[src/rtl/cpu_axi_pkg.sv]
// ----------------------------------------------------------------------------
// cpu_axi_pkg
// Shared types and constants for the 8088 bus front-end AXI4-Lite master.
// Contents:
//   state_t        - FSM state encoding (IDLE, RD_ADDR, RD_DATA, WR_REQ, WR_RESP)
//   RESP_OKAY      - AXI OKAY response code
//   ERR_READ_BYTE  - byte returned to the CPU when a read fails
//   TIMER_WIDTH    - width of the stall timeout counter
//   lane_select()  - extracts one byte lane from a 32-bit word
// ----------------------------------------------------------------------------
package cpu_axi_pkg;

    typedef logic [2:0] state_t;

    localparam state_t IDLE    = 3'd0;
    localparam state_t RD_ADDR = 3'd1;
    localparam state_t RD_DATA = 3'd2;
    localparam state_t WR_REQ  = 3'd3;
    localparam state_t WR_RESP = 3'd4;

    localparam logic [1:0] RESP_OKAY     = 2'b00;
    localparam logic [7:0] ERR_READ_BYTE = 8'hFF;

    localparam int unsigned TIMER_WIDTH = 16;

    function automatic logic [7:0] lane_select(input logic [31:0] word,
                                               input logic [1:0]  lane);
        logic [7:0] b;
        case (lane)
            2'd0:    b = word[7:0];
            2'd1:    b = word[15:8];
            2'd2:    b = word[23:16];
            default: b = word[31:24];
        endcase
        return b;
    endfunction

endpackage

[src/rtl/cpu_axi_lite_master.sv]
// ----------------------------------------------------------------------------
// cpu_axi_lite_master
// Turns the single-cycle fetch pulses of the 8088 bus capture logic into one
// AXI4-Lite read or write per CPU bus cycle. Returns the addressed byte and a
// busy flag for the CPU READY line, plus sticky debug error bits.
// Ports:
//   AXI_CLK, RESETN      clock, synchronous active-low reset
//   A, D, wstrb          CPU byte address, lane-placed write data, byte strobes
//   rdaddr_fetch         pulse: start a read
//   wraddr_fetch         pulse: write address valid
//   wrdata_fetch         pulse: write data valid
//   err_clear            clears err_resp and err_timeout
//   axi_busy             access in flight (combinational, includes pulses)
//   read_data            byte from the last read (8'hFF on error response)
//   err_resp             sticky: bad RRESP/BRESP or dropped duplicate pulse
//   err_timeout          sticky: a state was held for TIMEOUT_CYCLES cycles
//   AXI_*                AXI4-Lite master read and write channels
// ----------------------------------------------------------------------------
module cpu_axi_lite_master
    import cpu_axi_pkg::*;
#(
    parameter int unsigned ADDR_WIDTH     = 32,
    parameter int unsigned TIMEOUT_CYCLES = 4096
) (
    input  logic                  AXI_CLK,
    input  logic                  RESETN,
    input  logic [ADDR_WIDTH-1:0] A,
    input  logic [31:0]           D,
    input  logic [3:0]            wstrb,
    input  logic                  rdaddr_fetch,
    input  logic                  wraddr_fetch,
    input  logic                  wrdata_fetch,
    input  logic                  err_clear,
    output logic                  axi_busy,
    output logic [7:0]            read_data,
    output logic                  err_resp,
    output logic                  err_timeout,
    output logic [ADDR_WIDTH-1:0] AXI_araddr,
    output logic                  AXI_arvalid,
    input  logic                  AXI_arready,
    input  logic [31:0]           AXI_rdata,
    input  logic [1:0]            AXI_rresp,
    input  logic                  AXI_rvalid,
    output logic                  AXI_rready,
    output logic [ADDR_WIDTH-1:0] AXI_awaddr,
    output logic                  AXI_awvalid,
    input  logic                  AXI_awready,
    output logic [31:0]           AXI_wdata,
    output logic [3:0]            AXI_wstrb,
    output logic                  AXI_wvalid,
    input  logic                  AXI_wready,
    input  logic [1:0]            AXI_bresp,
    input  logic                  AXI_bvalid,
    output logic                  AXI_bready
);

    localparam logic [TIMER_WIDTH-1:0] TIMEOUT_LAST = TIMER_WIDTH'(TIMEOUT_CYCLES - 1);

    state_t                  state_q, state_d;
    logic [ADDR_WIDTH-1:0]   araddr_q, araddr_d;
    logic [1:0]              lane_q, lane_d;
    logic                    arvalid_q, arvalid_d;
    logic                    rready_q, rready_d;
    logic [ADDR_WIDTH-1:0]   awaddr_q, awaddr_d;
    logic [31:0]             wdata_q, wdata_d;
    logic [3:0]              wstrb_q, wstrb_d;
    logic                    awvalid_q, awvalid_d;
    logic                    wvalid_q, wvalid_d;
    logic                    bready_q, bready_d;

    // One-deep holding registers for pulses that cannot start right away.
    logic                    pend_r_q, pend_r_d;
    logic [ADDR_WIDTH-1:0]   pend_raddr_q, pend_raddr_d;
    logic                    pend_a_q, pend_a_d;
    logic [ADDR_WIDTH-1:0]   pend_waddr_q, pend_waddr_d;
    logic                    pend_d_q, pend_d_d;
    logic [31:0]             pend_wdata_q, pend_wdata_d;
    logic [3:0]              pend_wstrb_q, pend_wstrb_d;

    logic [7:0]              read_data_q, read_data_d;
    logic                    err_resp_q, err_resp_d;
    logic                    err_timeout_q, err_timeout_d;
    logic [TIMER_WIDTH-1:0]  timer_q, timer_d;

    logic                    idle;
    logic                    start_rd, start_wr;
    logic                    resp_err, timeout_hit;
    logic                    aw_done, w_done;
    logic [ADDR_WIDTH-1:0]   a_aligned;
    logic [ADDR_WIDTH-1:0]   rd_src, wa_src;
    logic [31:0]             wd_src;
    logic [3:0]              ws_src;

    assign idle      = (state_q == IDLE);
    assign a_aligned = {A[ADDR_WIDTH-1:2], 2'b00};

    // A queued request is older than a same-cycle pulse, so it goes first.
    assign rd_src = pend_r_q ? pend_raddr_q : A;
    assign wa_src = pend_a_q ? pend_waddr_q : a_aligned;
    assign wd_src = pend_d_q ? pend_wdata_q : D;
    assign ws_src = pend_d_q ? pend_wstrb_q : wstrb;

    // Reads win over a complete write request arriving in the same cycle.
    assign start_rd = idle & (rdaddr_fetch | pend_r_q);
    assign start_wr = idle & ~(rdaddr_fetch | pend_r_q)
                    & (wraddr_fetch | pend_a_q) & (wrdata_fetch | pend_d_q);

    assign axi_busy = ~idle | rdaddr_fetch | wraddr_fetch | wrdata_fetch
                    | pend_r_q | pend_a_q | pend_d_q;

    assign aw_done = ~awvalid_q | AXI_awready;
    assign w_done  = ~wvalid_q | AXI_wready;

    always_comb begin
        state_d       = state_q;
        araddr_d      = araddr_q;
        lane_d        = lane_q;
        arvalid_d     = arvalid_q;
        rready_d      = rready_q;
        awaddr_d      = awaddr_q;
        wdata_d       = wdata_q;
        wstrb_d       = wstrb_q;
        awvalid_d     = awvalid_q;
        wvalid_d      = wvalid_q;
        bready_d      = bready_q;
        pend_r_d      = pend_r_q;
        pend_raddr_d  = pend_raddr_q;
        pend_a_d      = pend_a_q;
        pend_waddr_d  = pend_waddr_q;
        pend_d_d      = pend_d_q;
        pend_wdata_d  = pend_wdata_q;
        pend_wstrb_d  = pend_wstrb_q;
        read_data_d   = read_data_q;
        resp_err      = 1'b0;

        // Pending-flag bookkeeping; a pulse hitting a full slot is dropped.
        if (start_rd) begin
            pend_r_d = pend_r_q & rdaddr_fetch;
            if (pend_r_q & rdaddr_fetch) pend_raddr_d = A;
        end else if (rdaddr_fetch) begin
            if (pend_r_q) begin
                resp_err = 1'b1;
            end else begin
                pend_r_d     = 1'b1;
                pend_raddr_d = A;
            end
        end

        if (start_wr) begin
            pend_a_d = pend_a_q & wraddr_fetch;
            if (pend_a_q & wraddr_fetch) pend_waddr_d = a_aligned;
        end else if (wraddr_fetch) begin
            if (pend_a_q) begin
                resp_err = 1'b1;
            end else begin
                pend_a_d     = 1'b1;
                pend_waddr_d = a_aligned;
            end
        end

        if (start_wr) begin
            pend_d_d = pend_d_q & wrdata_fetch;
            if (pend_d_q & wrdata_fetch) begin
                pend_wdata_d = D;
                pend_wstrb_d = wstrb;
            end
        end else if (wrdata_fetch) begin
            if (pend_d_q) begin
                resp_err = 1'b1;
            end else begin
                pend_d_d     = 1'b1;
                pend_wdata_d = D;
                pend_wstrb_d = wstrb;
            end
        end

        case (state_q)
            IDLE: begin
                if (start_rd) begin
                    state_d   = RD_ADDR;
                    araddr_d  = {rd_src[ADDR_WIDTH-1:2], 2'b00};
                    lane_d    = rd_src[1:0];
                    arvalid_d = 1'b1;
                end else if (start_wr) begin
                    state_d   = WR_REQ;
                    awaddr_d  = wa_src;
                    wdata_d   = wd_src;
                    wstrb_d   = ws_src;
                    awvalid_d = 1'b1;
                    wvalid_d  = 1'b1;
                end
            end
            RD_ADDR: begin
                if (AXI_arready) begin
                    state_d   = RD_DATA;
                    arvalid_d = 1'b0;
                    rready_d  = 1'b1;
                end
            end
            RD_DATA: begin
                if (AXI_rvalid) begin
                    state_d  = IDLE;
                    rready_d = 1'b0;
                    if (AXI_rresp != RESP_OKAY) begin
                        read_data_d = ERR_READ_BYTE;
                        resp_err    = 1'b1;
                    end else begin
                        read_data_d = lane_select(AXI_rdata, lane_q);
                    end
                end
            end
            WR_REQ: begin
                // Address and data channels complete independently.
                if (AXI_awready) awvalid_d = 1'b0;
                if (AXI_wready)  wvalid_d  = 1'b0;
                if (aw_done && w_done) begin
                    state_d  = WR_RESP;
                    bready_d = 1'b1;
                end
            end
            WR_RESP: begin
                if (AXI_bvalid) begin
                    state_d  = IDLE;
                    bready_d = 1'b0;
                    if (AXI_bresp != RESP_OKAY) resp_err = 1'b1;
                end
            end
            default: begin
                state_d   = IDLE;
                arvalid_d = 1'b0;
                rready_d  = 1'b0;
                awvalid_d = 1'b0;
                wvalid_d  = 1'b0;
                bready_d  = 1'b0;
            end
        endcase
    end

    // Stall timer counts cycles spent in the current non-IDLE state. The
    // access is never aborted; valid must stay up until the handshake.
    always_comb begin
        timer_d = timer_q;
        if (idle || (state_d != state_q)) begin
            timer_d = '0;
        end else if (timer_q != '1) begin
            timer_d = timer_q + 1'b1;
        end
    end

    assign timeout_hit = ~idle & (timer_q == TIMEOUT_LAST);

    // A new error in the same cycle as err_clear wins.
    assign err_resp_d    = (err_resp_q & ~err_clear) | resp_err;
    assign err_timeout_d = (err_timeout_q & ~err_clear) | timeout_hit;

    always_ff @(posedge AXI_CLK) begin
        if (!RESETN) begin
            state_q       <= IDLE;
            araddr_q      <= '0;
            lane_q        <= '0;
            arvalid_q     <= 1'b0;
            rready_q      <= 1'b0;
            awaddr_q      <= '0;
            wdata_q       <= '0;
            wstrb_q       <= '0;
            awvalid_q     <= 1'b0;
            wvalid_q      <= 1'b0;
            bready_q      <= 1'b0;
            pend_r_q      <= 1'b0;
            pend_raddr_q  <= '0;
            pend_a_q      <= 1'b0;
            pend_waddr_q  <= '0;
            pend_d_q      <= 1'b0;
            pend_wdata_q  <= '0;
            pend_wstrb_q  <= '0;
            read_data_q   <= 8'h00;
            err_resp_q    <= 1'b0;
            err_timeout_q <= 1'b0;
            timer_q       <= '0;
        end else begin
            state_q       <= state_d;
            araddr_q      <= araddr_d;
            lane_q        <= lane_d;
            arvalid_q     <= arvalid_d;
            rready_q      <= rready_d;
            awaddr_q      <= awaddr_d;
            wdata_q       <= wdata_d;
            wstrb_q       <= wstrb_d;
            awvalid_q     <= awvalid_d;
            wvalid_q      <= wvalid_d;
            bready_q      <= bready_d;
            pend_r_q      <= pend_r_d;
            pend_raddr_q  <= pend_raddr_d;
            pend_a_q      <= pend_a_d;
            pend_waddr_q  <= pend_waddr_d;
            pend_d_q      <= pend_d_d;
            pend_wdata_q  <= pend_wdata_d;
            pend_wstrb_q  <= pend_wstrb_d;
            read_data_q   <= read_data_d;
            err_resp_q    <= err_resp_d;
            err_timeout_q <= err_timeout_d;
            timer_q       <= timer_d;
        end
    end

    assign AXI_araddr  = araddr_q;
    assign AXI_arvalid = arvalid_q;
    assign AXI_rready  = rready_q;
    assign AXI_awaddr  = awaddr_q;
    assign AXI_wdata   = wdata_q;
    assign AXI_wstrb   = wstrb_q;
    assign AXI_awvalid = awvalid_q;
    assign AXI_wvalid  = wvalid_q;
    assign AXI_bready  = bready_q;
    assign read_data   = read_data_q;
    assign err_resp    = err_resp_q;
    assign err_timeout = err_timeout_q;

endmodule
[config.mk]
export PLATFORM = sky130hd
export DESIGN_NAME = cpu_axi_lite_master
export DESIGN_NICKNAME = d
export VERILOG_FILES = /design/src/rtl/cpu_axi_pkg.sv /design/src/rtl/cpu_axi_lite_master.sv
export SDC_FILE = /design/constraint.sdc
export NUM_CORES = 1
export LEC_CHECK = 0
export ABC_AREA = 1
export ABC_CLOCK_PERIOD_IN_PS = 1900
export CAP_MARGIN = 20
export CORE_MARGIN = 2
export CORE_UTILIZATION = 52
export DETAILED_ROUTE_END_ITERATION = 8
export GPL_ROUTABILITY_DRIVEN = 0
export PLACE_DENSITY = 0.81
export REMOVE_ABC_BUFFERS = 1
export SKIP_LAST_GASP = 1
export SLEW_MARGIN = 5
export SYNTH_ARGS = -nofsm -noshare
export SYNTH_HDL_FRONTEND = slang
export SYNTH_SLANG_ARGS = --single-unit
[constraint.sdc]
create_clock -name AXI_CLK -period 1.9 [get_ports AXI_CLK]
set_input_delay 0.38 -clock AXI_CLK [delete_from_list [all_inputs] [get_ports AXI_CLK]]
set_output_delay 0.38 -clock AXI_CLK [all_outputs]
set_load 0.005 [all_outputs]
* Word level (Yosys, flattened, before mapping) *
Cells that the tools add are included.

word-level totals
  output and inout port bits = 116
  register bits after elaboration = 237
  bits of input ports = 115
  logic and storage cells = 163

operators by class
  add/subtract/negate cells = 1
  bitwise logic cells = 34
  mux-type cells = 60
  reductions and logical operators = 25
  eq/ne operators = 21

operator list
  operator                                               count
  2-to-1 mux 32 bit                                      12
  2-to-1 mux 1 bit                                       29
  case mux 8 bit (3 select lines)                        1
  2-to-1 mux 3 bit                                       6
  adder 16 x 1 -> 16 bit, second input constant          1
  == test 16 x 12 -> 1 bit, second input constant        1
  2-to-1 mux 4 bit                                       4
  inequality test 16 bit, second input constant          1
  case mux 1 bit (3 select lines)                        5
  case mux 3 bit (5 select lines)                        1
  inequality test 2 bit, second input constant           7
  bitwise OR 1 bit                                       13
  AND reduction 3 bit                                    4
  OR reduction 3 bit                                     4
  inverter 1 bit                                         11
  bitwise AND 1 bit                                      10
  inequality test 2 x 1 -> 1 bit, second input constant  5
  AND reduction 2 bit                                    5
  nonzero test 2 bit                                     5
  2-to-1 mux 8 bit                                       1
  AND reduction 4 bit                                    2
  == test 3 x 2 -> 1 bit, second input constant          2
  == test 3 x 1 -> 1 bit, second input constant          1
  == test 3 bit, second input constant                   1
  9 further kinds                                        9

* Logic depth before layout (Yosys ltp) *
  word-level depth = 13
  mapped depth = 11
  depth with buffers taken out = 11

* Least setup slack after synthesis *
No wires, ideal clock.

  kind = flip-flop to flip-flop
  start point = reg timer_q[0]
  end point = reg timer_q[10]
  required time = 1.836 ns
  arrival = 1.530 ns
  slack = 0.306 ns
  stages on the path, launching flop included = 9
  period minus slack after synthesis = 1.594 ns
  cell sequence = dfxtp_1 -> ha_1 -> nand2_1 -> nor2_1 -> nand4_1 -> nor2_1 -> buf_2 -> nor2_1 -> nor2_1

on the way
  longest elaborated chain between the ends = 1
  elaborated cells on any way between the ends = 2
  classes of those cells = add/sub: 1; eq/ne: 1

ends and longest elaborated chain
  item                                                              line                                                    text
  from (decl)                                                       cpu_axi_lite_master.sv:83                               logic [TIMER_WIDTH-1:0] timer_q, timer_d;
  from (signal assigned)                                            cpu_axi_lite_master.sv:302                              timer_q <= timer_d;
  adder 16 x 1 -> 16 bit or inequality test 16 bit (tied branches)  cpu_axi_lite_master.sv:246, cpu_axi_lite_master.sv:245

Several ways; a longest one is shown, not always the timed one.
A chain may end at the register's enable or synchronous reset.

* Worst setup path after layout *
  start point = reg awaddr_q[13], in the netlist AXI_awaddr[13]
  end point = out AXI_awaddr[13]

RTL lines
  item                    line                        text
  from (decl)             cpu_axi_lite_master.sv:64   logic [ADDR_WIDTH-1:0] awaddr_q, awaddr_d;
  from (signal assigned)  cpu_axi_lite_master.sv:286  awaddr_q <= awaddr_d;
  to (decl)               cpu_axi_lite_master.sv:45   output logic [ADDR_WIDTH-1:0] AXI_awaddr,

No word-level cell between the ends.

==> reports/results.tsv <==
metric	value	unit
status	finished, final reports clean	
clk_latency	520	ps
power_density	1020	nW/um2
grt_setup_unrepaired	no	
core	21020	um2
diodes	0	
cts_max_level	1	
cp_top_family	buffers and inverters	
hp-start	AXI_awaddr[14]	
clock_path_buffers	3	
grt-ovfl-total	0	
r2r-start	state_q[1]	
drc_errors	0	
cts_inserted_buffers	25	
timing.final.ws_setup	80.48	ps
cp-start-kind	register	
fp.dieH	150.5	um
die_area	22640	um2
yosysWarnings	0	
hp-class	reg2reg	
cts.sinks	237	
worst-path-stages	1	
firstDrtPassIters	5	
ys_types	34	
critPathArrivalTime	1440	ps
worstMarginPinSlew	657.0	ps
port_buffers	228	
fmax	549.6	MHz
worstPathMaxFanout	2	
min_period	1820	ps
dp_slack	-242.4	ps
die_w	150.5	um
peakVddDrop	0.0007717	V
grt_pass1_wl	48840	um
hold_viol_final	0	
slew_headroom	0.5620	
ys_ff_latch	237	
clkSlewWorstSetupHoldPaths	60	ps
end_kind	output pin	
via_per_inst	5.224	
wl_per_cell	13.91	um
synth.top_cell.area_share	0.4254	
dr_total_vias	11509	
nFillCells	1727	
grt_max_degree	181	
rows	53	
setup.worst_path.start	AXI_awaddr[13]	
grt_util_all_layers	0.2580	
stdcell_count	2203	
cts_tree	built	
clock_skew	14.81	ps
cap_violations	0	
finalMaxSlewViolations	0	
critPathMaxStageDelay	530	ps
io_pins	231	
holdPathStages	2	
avgSynthCellArea	6.558	um2
drtAntennaViolNets	0	
holdWs	444.6	ps
synthCells	1701	
netlist_top_cells_area	dfxtp_1 (43%), nand2_1 (14%), o21ai_0 (14%)	
cts_hold_buf	0	
nNetsFinal	2025	
critPathSlowestCell	clkdlybuf4s50_1	
placedCellCount	2148	
ff2ff_path_depth	11	
path_class	reg2out	
antenna_found_initial	1	
path_buf_inv	1	
start_util	0.5306	
setup_viol	0	
synth.largest_area_cell	dfxtp_1	
ys_seq_area_frac	0.4254	
cts-root-buf	clkbuf_16	
wl	30650	um
hpwl	20170	um
power_leakage	6.215	nW
drtIter0Drc	826	
grt_pass1_vias	10650	
synth_edf_count	0	
drive_above_1_share	0.06639	
async_reset_ff_frac	0	
fin_crit_sh	0.9576	
crit_chain	clkdlybuf4s50_1	
area_growth	33.20	%
cp.required	1520	ps
netlist_area	11150	um2
ys.flop_type	dfxtp_1	
through the flow:
step	utilization	total power (W)	cell area, um2	TNS, ps
floorplan	-	0.008170	10660	-622660
global placement	0.6623	0.009926	13920	-26120
detailed placement	0.6623	0.01008	13920	-32220
CTS	0.7052	0.01518	14820	0
global route	0.7068	0.01594	14860	0
finish	0.7068	0.01515	14860	0
routing by layer:
layer | wire length [um] | track usage | share of wire | vias to the layer above
li1 | - | - | - | 5843
met1 | 13240 | 0.3304 | 0.43 | 5209
met2 | 14450 | 0.4425 | 0.47 | 385
met3 | 2153 | 0.04515 | 0.070 | 70
met4 | 794 | 0.08066 | 0.026 | 2
met5 | 16 | 0 | 0.00052 | -
tightest hold or removal path: cells and delay by family, from the launching register on:
family | cells | cell delay [ps]
buffers and inverters | 1 | 40
AOI/OAI and AO/OA | 1 | 50
DFF | 1 | 310
cell usage after synthesis (2+ instances only):
cell type  count
buf_4          3
o21ai_1        3
a211oi_1       6
nand3b_1       2
nand4_1        5
buf_2         34
nand3_1       26
a31oi_1       35
inv_2          3
buf_6          3
o211ai_1       2
xor2_1         7
nand2_1      411
buf_1          4
nor2_1       239
o21ai_0      306
a21oi_1      115
inv_1        171
dfxtp_1      237
nor3_1         3
xnor2_1        5
nand3_2        3
clkbuf_1      67
path summary, 6_finish.rpt:
path	to	slack, ps
worst min register to register	AXI_awaddr[14]	440
worst max-delay path	AXI_awaddr[13]	80
worst max register to register	pend_wstrb_q[1]	120
worst min-delay path	AXI_awaddr[14]	440
repair_timing:
action,CTS,global route
pin swaps,3,1
setup buffers,4,5
setup endpoints to repair,1,1
cloned,0,0
endpoints found under the hold margin,0,0
gates resized for setup,6,2
final cells by class:
cell class / instances / area (um2) / area share
multi-input cells: 1178 / 5296 / 0.3565
clock buffers: 37 / 760.7 / 0.05120
well taps: 275 / 344.1 / 0.02316
repair buffers: 292 / 2943 / 0.1981
flip-flops and latches: 237 / 4753 / 0.3199
clock inverters: 9 / 101.3 / 0.006821
inverters: 175 / 659.4 / 0.04438
cells in the final DEF, fill, tap and decap left out, types with 2 or more instances in the layout:
master           synthesis  layout
nand2_1                411     410
o21ai_0                306     306
nor2_1                 239     239
dfxtp_1                237     232
clkdlybuf4s50_1          0     226
inv_1                  171     171
a21oi_1                115     115
buf_4                    3      50
a31oi_1                 35      34
nand3_1                 26      25
clkbuf_16                0      25
buf_12                   0      15
clkbuf_8                 0       9
xor2_1                   7       7
a211oi_1                 6       6
xnor2_1                  5       5
nand4_1                  5       5
clkinv_2                 0       5
dfxtp_2                  0       4
nor3_1                   3       3
nand3_2                  3       3
o21ai_1                  3       3
clkbuf_1                67       3
inv_2                    3       2
nand3b_1                 2       2
o211ai_1                 2       2
nand2_2                  1       2
conb_1                   1       2
bufinv_16                0       2
sequential cells by signal, summed over array words and instances (netlist names), 2 cells and up:
register / cells
lane_q: 2
pend_wdata_q: 32
AXI_araddr: 30
AXI_wstrb: 4
AXI_awaddr: 32
timer_q: 16
AXI_wdata: 32
read_data: 8
pend_waddr_q: 32
pend_wstrb_q: 4
pend_raddr_q: 32
state_q: 3
kinds of logic after synthesis:
family | after synthesis | share of synthesized area
compound gates | 469 | 0.2167
xor+xnor | 12 | 0.009422
fa+ha+maj | 1 | 0.001122
buf+inv | 287 | 0.1035
flops | 237 | 0.4254
other cells | 1 | 0.0003362
simple gates | 694 | 0.2435
power by group:
part | switching, W | leakage (nW) | internal [W]
combinational | 0.00226 | 3.84 | 0.00182
sequential | 0.000368 | 1.95 | 0.00566
clock | 0.00200 | 0.429 | 0.00304
total | 0.00463 | 6.21 | 0.0105
Power figures use the tool's default switching activity.
